<file path="src/rtl/country_road_sensor.sv">
// Country-road vehicle detection front end: loop-detector conditioning,
// queued-vehicle counting, request (X) generation with maximum-green and
// highway hold-off enforcement, and sticky lamp-conflict detection.
module country_road_sensor #(
    parameter int DEBOUNCE  = 3,
    parameter int CNT_W     = 4,
    parameter int MAX_GREEN = 20,
    parameter int HOLDOFF   = 8
) (
    input  logic             clk,
    input  logic             rst,
    input  logic             arr_raw,
    input  logic             dep_pulse,
    input  logic [2:0]       CNTRY,
    input  logic [2:0]       HGWY,
    output logic             X,
    output logic [CNT_W-1:0] queue_cnt,
    output logic             conflict
);

    localparam int STAB_W = $clog2(DEBOUNCE + 1);
    localparam int GT_W   = $clog2(MAX_GREEN + 1);
    localparam int HO_W   = $clog2(HOLDOFF + 1);

    localparam logic [2:0] LAMP_RED    = 3'd0;
    localparam logic [2:0] LAMP_YELLOW = 3'd1;
    localparam logic [2:0] LAMP_GREEN  = 3'd2;

    typedef enum logic [1:0] {
        IDLE  = 2'd0,
        REQ   = 2'd1,
        SERVE = 2'd2,
        HOLD  = 2'd3
    } state_t;

    logic              s1;
    logic              s2;
    logic              db;
    logic              db_q;
    logic [STAB_W-1:0] stab_cnt;
    logic              arrival;
    logic              departure;

    state_t            state;
    state_t            next_state;
    logic [GT_W-1:0]   green_tmr;
    logic [GT_W-1:0]   green_tmr_next;
    logic [HO_W-1:0]   hold_cnt;
    logic [HO_W-1:0]   hold_cnt_next;
    logic              hold_run;
    logic              hold_run_next;

    // Two-flop synchronizer, then accept a level change only after DEBOUNCE
    // consecutive samples disagree with the current debounced level.
    always_ff @(posedge clk) begin
        if (!rst) begin
            s1       <= 1'b0;
            s2       <= 1'b0;
            db       <= 1'b0;
            db_q     <= 1'b0;
            stab_cnt <= '0;
        end else begin
            s1   <= arr_raw;
            s2   <= s1;
            db_q <= db;
            if (s2 != db) begin
                if (stab_cnt == STAB_W'(DEBOUNCE - 1)) begin
                    db       <= s2;
                    stab_cnt <= '0;
                end else begin
                    stab_cnt <= stab_cnt + STAB_W'(1);
                end
            end else begin
                stab_cnt <= '0;
            end
        end
    end

    // A departure only counts while the country road is actually moving.
    assign arrival   = db & ~db_q;
    assign departure = dep_pulse & ((CNTRY == LAMP_GREEN) | (CNTRY == LAMP_YELLOW));

    // Queue counter: saturating up on arrival, floored down on departure,
    // simultaneous events cancel.
    always_ff @(posedge clk) begin
        if (!rst) begin
            queue_cnt <= '0;
        end else if (arrival && !departure && (queue_cnt != '1)) begin
            queue_cnt <= queue_cnt + CNT_W'(1);
        end else if (departure && !arrival && (queue_cnt != '0)) begin
            queue_cnt <= queue_cnt - CNT_W'(1);
        end
    end

    // State, timers and the registered request output.
    always_ff @(posedge clk) begin
        if (!rst) begin
            state     <= IDLE;
            green_tmr <= '0;
            hold_cnt  <= '0;
            hold_run  <= 1'b0;
            X         <= 1'b0;
        end else begin
            state     <= next_state;
            green_tmr <= green_tmr_next;
            hold_cnt  <= hold_cnt_next;
            hold_run  <= hold_run_next;
            X         <= (next_state == REQ) || (next_state == SERVE);
        end
    end

    // Next-state logic; HOLD first waits for country red, then runs HOLDOFF cycles.
    always_comb begin
        next_state     = state;
        green_tmr_next = green_tmr;
        hold_cnt_next  = hold_cnt;
        hold_run_next  = hold_run;
        case (state)
            IDLE: begin
                if (queue_cnt != '0) next_state = REQ;
            end
            REQ: begin
                if (CNTRY == LAMP_GREEN) begin
                    next_state     = SERVE;
                    green_tmr_next = '0;
                end else if (queue_cnt == '0) begin
                    next_state = IDLE;
                end
            end
            SERVE: begin
                green_tmr_next = green_tmr + GT_W'(1);
                if (queue_cnt == '0) begin
                    next_state = IDLE;
                end else if (green_tmr == GT_W'(MAX_GREEN - 1)) begin
                    next_state    = HOLD;
                    hold_run_next = 1'b0;
                    hold_cnt_next = '0;
                end else if (CNTRY != LAMP_GREEN) begin
                    next_state = REQ;
                end
            end
            HOLD: begin
                if (!hold_run) begin
                    if (CNTRY == LAMP_RED) begin
                        hold_run_next = 1'b1;
                        hold_cnt_next = '0;
                    end
                end else if (hold_cnt == HO_W'(HOLDOFF - 1)) begin
                    next_state = (queue_cnt != '0) ? REQ : IDLE;
                end else begin
                    hold_cnt_next = hold_cnt + HO_W'(1);
                end
            end
            default: next_state = IDLE;
        endcase
    end

    // Sticky flag for both roads non-red or any undefined lamp code.
    always_ff @(posedge clk) begin
        if (!rst) begin
            conflict <= 1'b0;
        end else if (((CNTRY != LAMP_RED) && (HGWY != LAMP_RED)) ||
                     (CNTRY > LAMP_GREEN) || (HGWY > LAMP_GREEN)) begin
            conflict <= 1'b1;
        end
    end

endmodule
</file>
<file path="config.mk">
export PLATFORM = sky130hd
export DESIGN_NAME = country_road_sensor
export DESIGN_NICKNAME = d
export VERILOG_FILES = /design/src/rtl/country_road_sensor.sv
export SDC_FILE = /design/constraint.sdc
export NUM_CORES = 1
export LEC_CHECK = 0
export ABC_AREA = 1
export BUFFER_PORTS_ARGS = -buffer_cell sky130_fd_sc_hd__buf_2
export CAP_MARGIN = 20
export CORE_AREA = 2 2 77 79
export DETAILED_ROUTE_END_ITERATION = 8
export DIE_AREA = 0 0 79 81
export GPL_TIMING_DRIVEN = 0
export PLACE_DENSITY_LB_ADDON = 0.12
export SYNTH_ARGS = -nofsm -noshare
export SYNTH_HDL_FRONTEND = slang
export SYNTH_SLANG_ARGS = --single-unit
</file>
<file path="constraint.sdc">
create_clock -name clk -period 2.25 [get_ports clk]
set_input_delay 0.1125 -clock clk [delete_from_list [all_inputs] [get_ports clk]]
set_output_delay 0.1125 -clock clk [all_outputs]
set_load 0.02 [all_outputs]
</file>
Yosys cells after proc, flatten, opt, wreduce, memory -nomap -nowiden
Index checks and enable logic that the tools add are counted.
{"block": "totals", "in_bits": 10, "ff_bits": 24, "word_cells": 92, "out_inout_bits": 6}
{"block": "classes", "eq_ne": 18, "bitwise_logic": 6, "magnitude_cmp": 2, "reduce_logical": 24, "n_mux": 25, "addsub": 5}
{"cell": "$mux W4", "count": 7}
{"cell": "$mux W2", "count": 8}
{"cell": "$pmux W5 S2", "count": 1}
{"cell": "$add A4 B1 Y4 const B", "count": 2}
{"cell": "$eq A2 B2 Y1 const B", "count": 4}
{"cell": "$pmux W2 S4", "count": 1}
{"cell": "$pmux W4 S2", "count": 1}
{"cell": "$gt A3 B2 Y1 const B", "count": 2}
{"cell": "$ne A2 B2 Y1 const B", "count": 3}
{"cell": "$ne A3 B3 Y1 const B", "count": 2}
{"cell": "$reduce_bool A2 Y1", "count": 3}
{"cell": "$reduce_bool A3 Y1", "count": 2}
{"cell": "$add A5 B1 Y5 const B", "count": 1}
{"cell": "$eq A5 B5 Y1 const B", "count": 1}
{"cell": "$logic_and A1 B1 Y1", "count": 5}
{"cell": "$mux W1", "count": 5}
{"cell": "$mux W5", "count": 1}
{"cell": "$reduce_and A5 Y1", "count": 1}
{"cell": "$eq A2 B1 Y1 const B", "count": 2}
{"cell": "$eq A4 B3 Y1 const B", "count": 1}
{"cell": "$logic_not A4 Y1", "count": 1}
{"cell": "$ne A4 B4 Y1 const B", "count": 1}
{"cell": "$reduce_and A2 Y1", "count": 2}
{"cell": "$reduce_bool A4 Y1", "count": 1}
{"cell": "16 further kinds", "count": 22}

Depth between registers and ports, before layout
Gate-level depths: netlist of the first run.
{"block": "logic_depth", "depth_word": 7, "mapped_depth": 15}

Worst setup path before layout of the first run
Ideal clock, no wire load.
{"block": "synth_path", "kind": "flip-flop to flip-flop", "from": "reg queue_cnt[0]", "to": "reg queue_cnt[3]", "slack_ns": 0.377, "t_arrival_ns": 1.763, "setup_ns": 0.110, "path_stages_with_launch": 13, "required_ns": 2.140, "cell_sequence": "dfxtp_1 nand2_1 o21a_2 nand2_4 ha_1 nand2_1 nand2_1 a21oi_1 nand3_1 nand3_1 nand2_1 inv_1 nor2_1"}
{"block": "synth_via", "elab_chain_len": 3, "word_cells_on_any_way": 9, "classes_between": "2 x add/sub; 1 x eq/ne; 2 x mux; 4 x reduce/logical"}
{"item": "start, declared", "line_no": "17", "rtl": "output logic [CNT_W-1:0] queue_cnt,"}
{"item": "start signal, assigned", "line_no": "89", "rtl": "queue_cnt <= queue_cnt + CNT_W'(1);"}
{"item": "start signal, assigned", "line_no": "91", "rtl": "queue_cnt <= queue_cnt - CNT_W'(1);"}
{"item": "$sub A4 B1 Y4, or another cell as far along", "line_no": "91"}
{"item": "$mux W4, or another cell as far along", "line_no": "90", "rtl": "end else if (departure && !arrival && (queue_cnt != '0)) begin"}
{"item": "$mux W4 or $reduce_bool A2 Y1 (tied branches)"}
Several ways; a longest one is shown, not always the timed one. The select of a mux whose other input is x is not followed.
A chain may end at the register's enable or synchronous reset.

Worst setup path after layout of the first run
Same ends and word-level chain as after synthesis.

==> results by group, run 1 <==
Job
  – Max-Cap Viols: 0

Status
  – Status: complete, no violations

Placed design
  – Port buffer count: 15
  – Placed Area: 1465 sq um
  – DP HPWL: between 2000 and 2500 um
  – Placer's final routability congestion estimate: about 0.72
  – Pre-CTS WS: ~290 ps

Floorplanning
  – Rows: 28
  – Initial Util: between 20% and 30%
  – Core area: about 5700 sq um
  – Die width: between 70 and 80 um
  – Die area: ~6400 sq um
  – IO Count: 16
  – Die height: between 80 and 90 um

STA
  – Setup TNS: 0 ps
  – Peak Freq: between 500 and 600 MHz
  – RSZ-0062 raised after global routing: no
  – Final Skew: about 5.2 ps
  – Fin. max-slew vios: 0
  – Final-report hold violation count: 0
  – Relative max-transition margin: 66.85%
  – Final setup vio count: 0
  – Minimum clock period: around 2000 ps
  – Crit share post-route: a little under 90%
  – Hold WS: 25.77 ps
  – Worst-margin pin slew: around 500 ps
  – Setup ws final: 272.2 ps

Power and ir drop
  – PwrDens: 512.9 nW/um^2
  – Net switching power: 174.8 uW
  – Total power: roughly 780 uW
  – Sequential share of power: a little under three fifths
  – Gate power share: around 6.5%
  – Clock Power Share: 37.8%
  – Internal Pwr Total: 604.9 uW
  – Peak VDD IR: around 0.21 mV
  – Sw frac: between 20% and 30%
  – Leakage: slightly below 0.7 nW

Min path
  – Worst Hold Class: in2reg
  – Hold wc startpoint: arr_raw

Synthesis
  – Synth Instances: 171
  – Seq cells post-synth: 24
  – Share of the synthesized area in the top cell type: a little under two fifths
  – Synthesized cell area: 1296 sq um
  – Synth unique cells: 29
  – Net Count, Synth: 187
  – Synth area leaders: dfxtp_1, nand2_1, a21oi_1, inv_1, ha_1
  – Post-synthesis sequential area ratio: a little under two fifths
  – Post-Syn Area per Cell: about 7.6 sq um
  – Post-synth top area cell: dfxtp_1
  – Ys Warns: 0

Finish
  – Final net count: roughly 210
  – Area Overhead vs Synth: 17.28%
  – # diodes: 0
  – Fillcell total: about 650
  – Share of cells above drive strength 1: 19.47%
  – Final instance area: between 1500 and 2000 sq um

Setup path
  – CP Class: reg2reg
  – Most numerous cell on the critical path: nand2_1
  – Crit path from: queue_cnt[0]
  – Worst path bufs/invs: 2
  – CP required: 2460 ps
  – Crit path DAT: about 2200 ps
  – Top delay family on crit path: simple AND/OR/NAND/NOR gates
  – CP max stage cell: dfxtp_1
  – Setup crit end kind: flip-flop
  – Critical path cell sequence: nand2_1, o21a_2, nand2_4, ha_1, nand2_1, nand2_1, a21oi_1, inv_1, nand2_1, nand3_1, nand2_1, inv_1, nor2_1
  – Maximum fanout along the worst path: 7
  – Worst r2r src: queue_cnt[0]
  – Critical Path Start Type: flip-flop
  – Slowest stage delay, CP: 490 ps

Detailed routing
  – Residual DRC: 0
  – Final ANT Viol Nets: 0
  – WL/cell: 10.17 um
  – DRT Wirelength: approximately 2700 um
  – DRT met1 WL: between 1000 and 1500 um
  – Initial DRC count: 47
  – First drt pass iteration count: 4
  – Met3 WL: 68 um
  – DR vias/cell: 4.136
  – Via Count: between 1000 and 1500
  – Highest Signal Layer: met4
  – Length of routed met2 wiring: 1219 um

CTS
  – Root buffer cell: clkbuf_8
  – Post-CTS Hold Buffers: 0
  – CTS Buffer Depth: 2
  – Post-CTS resize count: 0
  – CTS H-tree lvls: 1
  – Clock-pin slew on the worst setup and hold paths: 90 ps
  – Clock sink count: 24
  – CTS buffer count: 3
  – Clk Latency, worst-skew pair: around 270 ps
  – Setup Fix Bufs, Post-CTS: 0
  – CTS tree: built

Global routing
  – Total gr overflow: 0
  – Vias in the first global route: approximately 1100
  – Largest net degree at the start of global routing: 14
  – Global-route wire length before repair: 4726 um
  – Global-route usage over all layers: 9.300%
  – Initial antenna violation count: 0
[per-layer routing]
metal / vias up / global-route usage [%]
met5: - / 0
met4: 0 / 3.621
met3: 4 / 1.667
met2: 13 / 15.85
met1: 477 / 11.71
li1: 602 / -
[registers in the layout, indices dropped and copies added, names as in the netlist]
name,flops
hold_run,1
db_q,1
hold_cnt,4
stab_cnt,2
state,2
X,1
db,1
s2,1
s1,1
queue_cnt,4
conflict,1
green_tmr,5
[power by group through the flow]
stage / Sequential [mW] / Clock, mW / Combinational [mW]
final: 0.434 / 0.295 / 0.0510
after global routing: 0.435 / 0.322 / 0.0578
after CTS: 0.434 / 0.306 / 0.0524
after detailed placement: 0.444 / 0 / 0.0523
after global placement: 0.444 / 0 / 0.0527
after floorplan: 0.446 / 0 / 0.0286
[tightest hold or removal path: stages]
cell and delay (ps):
buf_2 80, nand2_1 40, inv_1 40
[kinds of logic (layout without fill, tap and decap cells)]
group | Yosys count | after routing | synth area share (%)
AND/OR/NAND/NOR | 75 | 75 | 29.92
AO/OA/AOI/OAI | 40 | 40 | 18.73
buffers and inverters | 25 | 44 | 7.240
flip-flops | 24 | 24 | 37.07
adder cells (fa/ha/maj) | 6 | 6 | 6.371
XOR/XNOR | 1 | 1 | 0.6758
[path summary, 6_finish.rpt]
path,slack (ps),to,depth (start not counted)
setup reg to reg,270,queue_cnt[3],13
hold / removal,30,s1,3
hold reg to reg,410,stab_cnt[0],1
setup / recovery,270,queue_cnt[3],13
[layout by cell type (no fill, tap or decap), drive strengths merged]
| cell | count |
|---|---|
| nand2 | 39 |
| dfxtp | 24 |
| inv | 23 |
| a21oi | 21 |
| nor2 | 20 |
| buf | 15 |
| nand3 | 11 |
| o21ai | 9 |
| clkbuf | 6 |
| ha | 5 |
| nand4 | 4 |
| o211ai | 3 |
| o21a | 3 |
| nor3 | 1 |
| o2111a | 1 |
| a41oi | 1 |
| a31o | 1 |
| xnor2 | 1 |
| a31oi | 1 |
| fa | 1 |
[synth_stat cells, drive strengths merged]
cell and count:
nand2 39, dfxtp 24, inv 23, a21oi 21, nor2 20, nand3 11, o21ai 9, ha 5
nand4 4, o211ai 3, o21a 3, clkbuf 2, a31o 1, a31oi 1, a41oi 1, fa 1
nor3 1, o2111a 1, xnor2 1
[cell type report]
cell class                 instances  area (sq um)  share of cell area (%)
sequential                        24         480.5                   31.60
inverter                          23         86.33                   5.679
clock buffer                       4         55.05                   3.621
buffer                             2         7.507                  0.4938
multi-input combinational        122         721.9                   47.49
tap                               75         93.84                   6.173
timing repair buffer              15         75.07                   4.938
[through the flow]
| step | util, % | instances |
|---|---|---|
| 6_report | 26.79 | 265 |
| 5_1_grt | 26.79 | 265 |
| 4_1_cts | 26.79 | 265 |
| 3_5_place_dp | 25.82 | 261 |
| 3_3_place_gp | 25.82 | 261 |
| 2_1_floorplan | - | 171 |
Power figures use the tool's default switching activity.
==> run 2, diff against run 1 <==
- MAX_ROUTING_LAYER: default -> met4
- clock period: 2.25 -> 2.3 ns (I/O delays scaled with it)
==> results by group, run 2 (synthesis gave the netlist of run 1 again) <==
Status
  – Status: complete, no violations

Floorplanning
  – Die width: 79 um (unchanged)
  – IO Count: 16 (unchanged)
  – Die height: 81 um (unchanged)
  – Rows: 28 (unchanged)
  – Initial Util: 22.84% (unchanged)
  – Die area: 6399 sq um (unchanged)
  – Core area: 5675 sq um (unchanged)

Setup path
  – Reg-to-Reg End: queue_cnt[3]
  – Worst reg-to-reg setup slack: 320 ps (+50 ps)
  – Slowest stage delay, CP: 490 ps (about the same)
  – Setup crit end kind: flip-flop
  – Worst r2r src: queue_cnt[0]
  – Worst path bufs/invs: 2 (unchanged)
  – CP Class: reg2reg
  – CP max stage cell: dfxtp_1
  – Maximum fanout along the worst path: 7 (unchanged)
  – Reg2Reg Depth: 13 (unchanged)
  – Crit path DAT: 2190 ps (about the same)
  – Critical Path Start Type: flip-flop
  – CP required: 2510 ps (+50 ps)
  – Most numerous cell on the critical path: nand2_1
  – Top delay family on crit path: simple AND/OR/NAND/NOR gates
  – Critical path cell sequence: nand2_1, o21a_2, nand2_4, ha_1, nand2_1, nand2_1, a21oi_1, inv_1, nand2_1, nand3_1, nand2_1, inv_1, nor2_1

Min path
  – Worst Hold Class: in2reg
  – Worst hold endpoint: s1
  – Hold wc startpoint: arr_raw
  – Hold path cells: 3 (unchanged)

Finish
  – Largest register by flop count: green_tmr
  – Layout Cells excl Fill: 265 (unchanged)
  – Largest register FFs: 5 (unchanged)
  – Top Registers: green_tmr: 5 flops, hold_cnt: 4 flops, queue_cnt: 4 flops
  – Area Overhead vs Synth: 17.28% (unchanged)
  – Fillcell total: 646 (unchanged)
  – Commonest non-fill, non-tap cell in the layout: nand2_1
  – # diodes: 0 (unchanged)
  – Most frequent cells in the layout: nand2_1, dfxtp_1, inv_1
  – Final core utilization: 26.79% (unchanged)
  – Share of cells above drive strength 1: 19.47% (unchanged)
  – Final net count: 207 (unchanged)

STA
  – RSZ-0062 raised after global routing: no
  – Final setup vio count: 0 (unchanged)
  – Minimum clock period: 1978 ps (-0.0000000000002220 ps)
  – Setup TNS: 0 ps (unchanged)
  – Final-report hold violation count: 0 (unchanged)
  – Crit share post-route: 85.99% (-1.9 points)
  – Peak Freq: 505.6 MHz (unchanged)
  – Final Skew: 5.189 ps (+0.0006700 ps)
  – Fin. max-slew vios: 0 (unchanged)
  – Worst-margin pin slew: 497.1 ps (-0.2291 ps)
  – Hold WS: 28.26 ps (+2.489 ps)
  – Relative max-transition margin: 66.86% (about the same)

Detailed routing
  – First drt pass iteration count: 4 (unchanged)
  – Initial DRC count: 46 (-2.1%)
  – DR vias/cell: 4.136 (unchanged)
  – DRT Wirelength: 2695 um (unchanged)
  – Via Count: 1096 (unchanged)
  – WL/cell: 10.17 um (unchanged)
  – Residual DRC: 0 (unchanged)
  – Final ANT Viol Nets: 0 (unchanged)

CTS
  – Post-CTS resize count: 0 (unchanged)
  – Root buffer cell: clkbuf_8
  – CTS tree: built
  – Setup Fix Bufs, Post-CTS: 0 (unchanged)
  – Post-CTS Hold Buffers: 0 (unchanged)
  – CTS Buffer Depth: 2 (unchanged)
  – Clock-pin slew on the worst setup and hold paths: 90 ps (about the same)
  – Clock sink count: 24 (unchanged)
  – CTS buffer count: 3 (unchanged)
  – CTS H-tree lvls: 1 (unchanged)
  – Clk Latency, worst-skew pair: 270 ps (about the same)

Global routing
  – Vias in the first global route: 1060 (unchanged)
  – Global-route usage over all layers: 9.570% (+0.27 points)
  – Initial antenna violation count: 0 (unchanged)
  – Global-route wire length before repair: 4733 um (+0.15%)
  – Largest net degree at the start of global routing: 14 (unchanged)
  – Total gr overflow: 0 (unchanged)

Placed design
  – Placer's final routability congestion estimate: 0.7309 (+1.2%)
  – Port buffer count: 15 (unchanged)
  – Placed insts: 261 (unchanged)
  – DP HPWL: 2099 um (unchanged)

Power and ir drop
  – Leakage: 0.6760 nW (unchanged)
  – PwrDens: 501.7 nW/um^2 (-2.2%)
  – Peak VDD IR: 0.2069 mV (-2.2%)

Job
  – Max-Cap Viols: 0 (unchanged)
## run 2: cell counts in the layout (fill, tap and decap cells not counted)
Identical to the previous run, type by type.
## run 2: how the worst max path moves through the flow
stage                       from            to  slack (ps)  cells past startpoint
detailed placement  queue_cnt[0]  queue_cnt[3]         340                     12
CTS                 queue_cnt[0]  queue_cnt[3]         310                     13
global placement    queue_cnt[0]  queue_cnt[3]         320                     12
finish              queue_cnt[0]  queue_cnt[3]         320                     13
global route        queue_cnt[0]  queue_cnt[3]         120                     13
floorplan           queue_cnt[0]  queue_cnt[3]         430                     12
## run 2: routing by layer
metal  share of wire [%]  GRT usage, %  vias to the layer above  wire (um)
li1                    -             -                      602          -
met1                  51         11.71                      477       1371
met2                  45         15.85                       13       1219
met3                 2.5         1.667                        4         67
met4                 1.3         3.621                        0         36
met5                   0             -                        -          0
## run 2: worst register-to-register path: cells and delay by family (launching register included)
kind                     cells  cell delay [ps]
AO/OA/AOI/OAI                2              420
adder cells (fa/ha/maj)      1              280
buffers and inverters        2               90
flip-flops                   1              490
AND/OR/NAND/NOR              8              640
## run 2: power by group
part	leakage [nW]	switching (mW)	total (mW)	internal (mW)
combinational	0.453	0.0314	0.0499	0.0185
clock	0.0288	0.136	0.289	0.153
sequential	0.194	0.00378	0.424	0.420
## run 2: layout make-up
cell class	instances	area, sq um	area share [%]
Multi-Input combinational cell	122	721.9	47.49
Sequential cell	24	480.5	31.60
Tap cell	75	93.84	6.173
Inverter	23	86.33	5.679
Timing Repair Buffer	15	75.07	4.938
Clock buffer	4	55.05	3.621
Buffer	2	7.507	0.4938
## run 2: through the flow
step	power (mW)	worst slack, ps	cell area [sq um]
CTS	0.7751	308.9	1520
floorplan	0.4643	427.2	1296
finish	0.7627	322.2	1520
global placement	0.4858	319.3	1465
detailed placement	0.4851	335.1	1465
global route	0.7963	122.4	1520
==> run 3, diff against run 2 <==
- REMOVE_ABC_BUFFERS: default -> 1
- SLEW_MARGIN: default -> 20
==> results by group, run 3 (synthesis gave the netlist of run 1 again) <==
STA
  – Final-report hold violation count: 0 (unchanged)
  – Minimum clock period: 1931 ps (-47.11 ps)
  – RSZ-0062 raised after global routing: no
  – Fin. max-slew vios: 0 (unchanged)
  – Setup TNS: 0 ps (unchanged)
  – Crit share post-route: 83.94% (-2.0 points)
  – Final setup vio count: 0 (unchanged)
  – Final Skew: 7.601 ps (+2.412 ps)
  – Relative max-transition margin: 70.40% (+3.5 points)
  – Worst-margin pin slew: 443.6 ps (-53.52 ps)
  – Peak Freq: 518.0 MHz (+2.4%)

CTS
  – Root buffer cell: clkbuf_8
  – Post-CTS Hold Buffers: 0 (unchanged)
  – CTS tree: built
  – Clk Latency, worst-skew pair: 270 ps (about the same)
  – CTS H-tree lvls: 1 (unchanged)
  – Clock-pin slew on the worst setup and hold paths: 100 ps (about the same)
  – CTS buffer count: 3 (unchanged)
  – Post-CTS resize count: 0 (unchanged)
  – CTS Buffer Depth: 2 (unchanged)
  – Clock sink count: 24 (unchanged)
  – Setup Fix Bufs, Post-CTS: 0 (unchanged)

Placed design
  – DP HPWL: 2102 um (+0.17%)
  – Placer's final routability congestion estimate: 0.8233 (+13%)
  – Port buffer count: 15 (unchanged)

Global routing
  – Total gr overflow: 0 (unchanged)
  – Largest net degree at the start of global routing: 15 (+1)
  – Initial antenna violation count: 0 (unchanged)
  – Global-route wire length before repair: 4809 um (+1.6%)
  – Global-route usage over all layers: 9.730% (+0.16 points)
  – Vias in the first global route: 1091 (+2.9%)

Status
  – Status: complete, no violations

Min path
  – Hold path cells: 3 (unchanged)
  – Hold wc startpoint: arr_raw
  – Worst hold endpoint: s1
  – Worst Hold Class: in2reg

Detailed routing
  – Initial DRC count: 29 (-37%)
  – Via Count: 1135 (+3.6%)
  – DRT Wirelength: 2751 um (+2.1%)
  – WL/cell: 10.46 um (+2.9%)
  – Final ANT Viol Nets: 0 (unchanged)
  – Residual DRC: 0 (unchanged)
  – DR vias/cell: 4.316 (+4.3%)
  – First drt pass iteration count: 4 (unchanged)

Setup path
  – Reg-to-Reg End: queue_cnt[3]
  – Maximum fanout along the worst path: 7 (unchanged)
  – CP Class: reg2reg
  – Crit path DAT: 2110 ps (-80 ps)
  – Critical Path Start Type: flip-flop
  – CP required: 2480 ps (-30 ps)
  – Worst r2r src: queue_cnt[0]
  – Reg2Reg Depth: 12 (-1)
  – Setup crit end kind: flip-flop
  – Worst reg-to-reg setup slack: 370 ps (+50 ps)

Finish
  – Commonest non-fill, non-tap cell in the layout: nand2_1
  – Final net count: 205 (-0.97%)
  – Top Registers: green_tmr: 5 flops, hold_cnt: 4 flops, queue_cnt: 4 flops
  – Largest register by flop count: green_tmr
  – Area Overhead vs Synth: 17.95%
  – # diodes: 0 (unchanged)
  – Fillcell total: 639 (-1.1%)
  – Most frequent cells in the layout: nand2_1, dfxtp_1, inv_1
  – Largest register FFs: 5 (unchanged)
  – Storage cell area: 480.5 sq um (unchanged)
  – Share of cells above drive strength 1: 19.68% (+0.21 points)
  – Area of the multi-input gates: 721.9 sq um (unchanged)

Floorplanning
  – Rows: 28 (unchanged)
  – IO Count: 16 (unchanged)
  – Die height: 81 um (unchanged)
  – Core area: 5675 sq um (unchanged)
  – Die area: 6399 sq um (unchanged)
  – Initial Util: 22.84% (unchanged)
  – Die width: 79 um (unchanged)

Power and ir drop
  – PwrDens: 559.2 nW/um^2 (+11%)
  – Leakage: 0.6806 nW (+0.68%)
  – Peak VDD IR: 0.2076 mV (+0.33%)
  – Total power: 855.0 uW (+12%)

Job
  – Max-Cap Viols: 0 (unchanged)
## run 3: per-layer routing
metal / global-route usage, % / part of all wire [%] / vias to the layer above
met5: - / 0 / -
met4: 4.655 / 0.76 / 0
met3: 2.000 / 4.0 / 2
met2: 15.85 / 47 / 17
met1: 11.54 / 48 / 514
li1: - / - / 602
## run 3: worst max-delay path, stage by stage (launching register included)
cell,delay (ps)
dfxtp_1,490
nand2_1,90
o21a_2,240
nand2_4,110
ha_1,270
nand2_1,80
nand2_1,50
a21oi_1,150
nand3_1,130
nand3_1,100
nand2_1,50
inv_1,40
nor2_1,30
## run 3: stage by stage
stage	instances	util [%]	hold slack, ps	setup WS (ps)	instance area [sq um]
after floorplan	169	-	208.5	427.3	1289
after global placement	259	25.68	298.4	391.9	1458
after detailed placement	259	25.68	306.4	381.5	1458
after CTS	263	26.94	12.96	359.9	1529
after global routing	263	26.94	28.37	136.4	1529
final	263	26.94	18.97	369.3	1529
## run 3: final cells by class
type,instances,area share [%]
Clock buffer,3,2.700
Sequential cell,24,31.42
Timing Repair Buffer,15,4.910
Multi-Input combinational cell,122,47.22
Tap cell,75,6.137
Inverter,23,5.646
Clock inverter,1,1.964
## run 3: worst max path at each step
| stage | start | to | depth (start not counted) |
|---|---|---|---|
| after floorplan | queue_cnt[0] | queue_cnt[3] | 12 |
| after global placement | queue_cnt[0] | queue_cnt[3] | 12 |
| after detailed placement | queue_cnt[0] | queue_cnt[3] | 12 |
| after CTS | queue_cnt[0] | queue_cnt[3] | 13 |
| after global routing | queue_cnt[0] | queue_cnt[3] | 13 |
| final | queue_cnt[0] | queue_cnt[3] | 12 |
## run 3: power by group
group,switching (mW),leakage [nW],internal (mW)
clock network,0.149,0.0357,0.233
registers,0.00371,0.194,0.420
logic,0.0309,0.451,0.0179
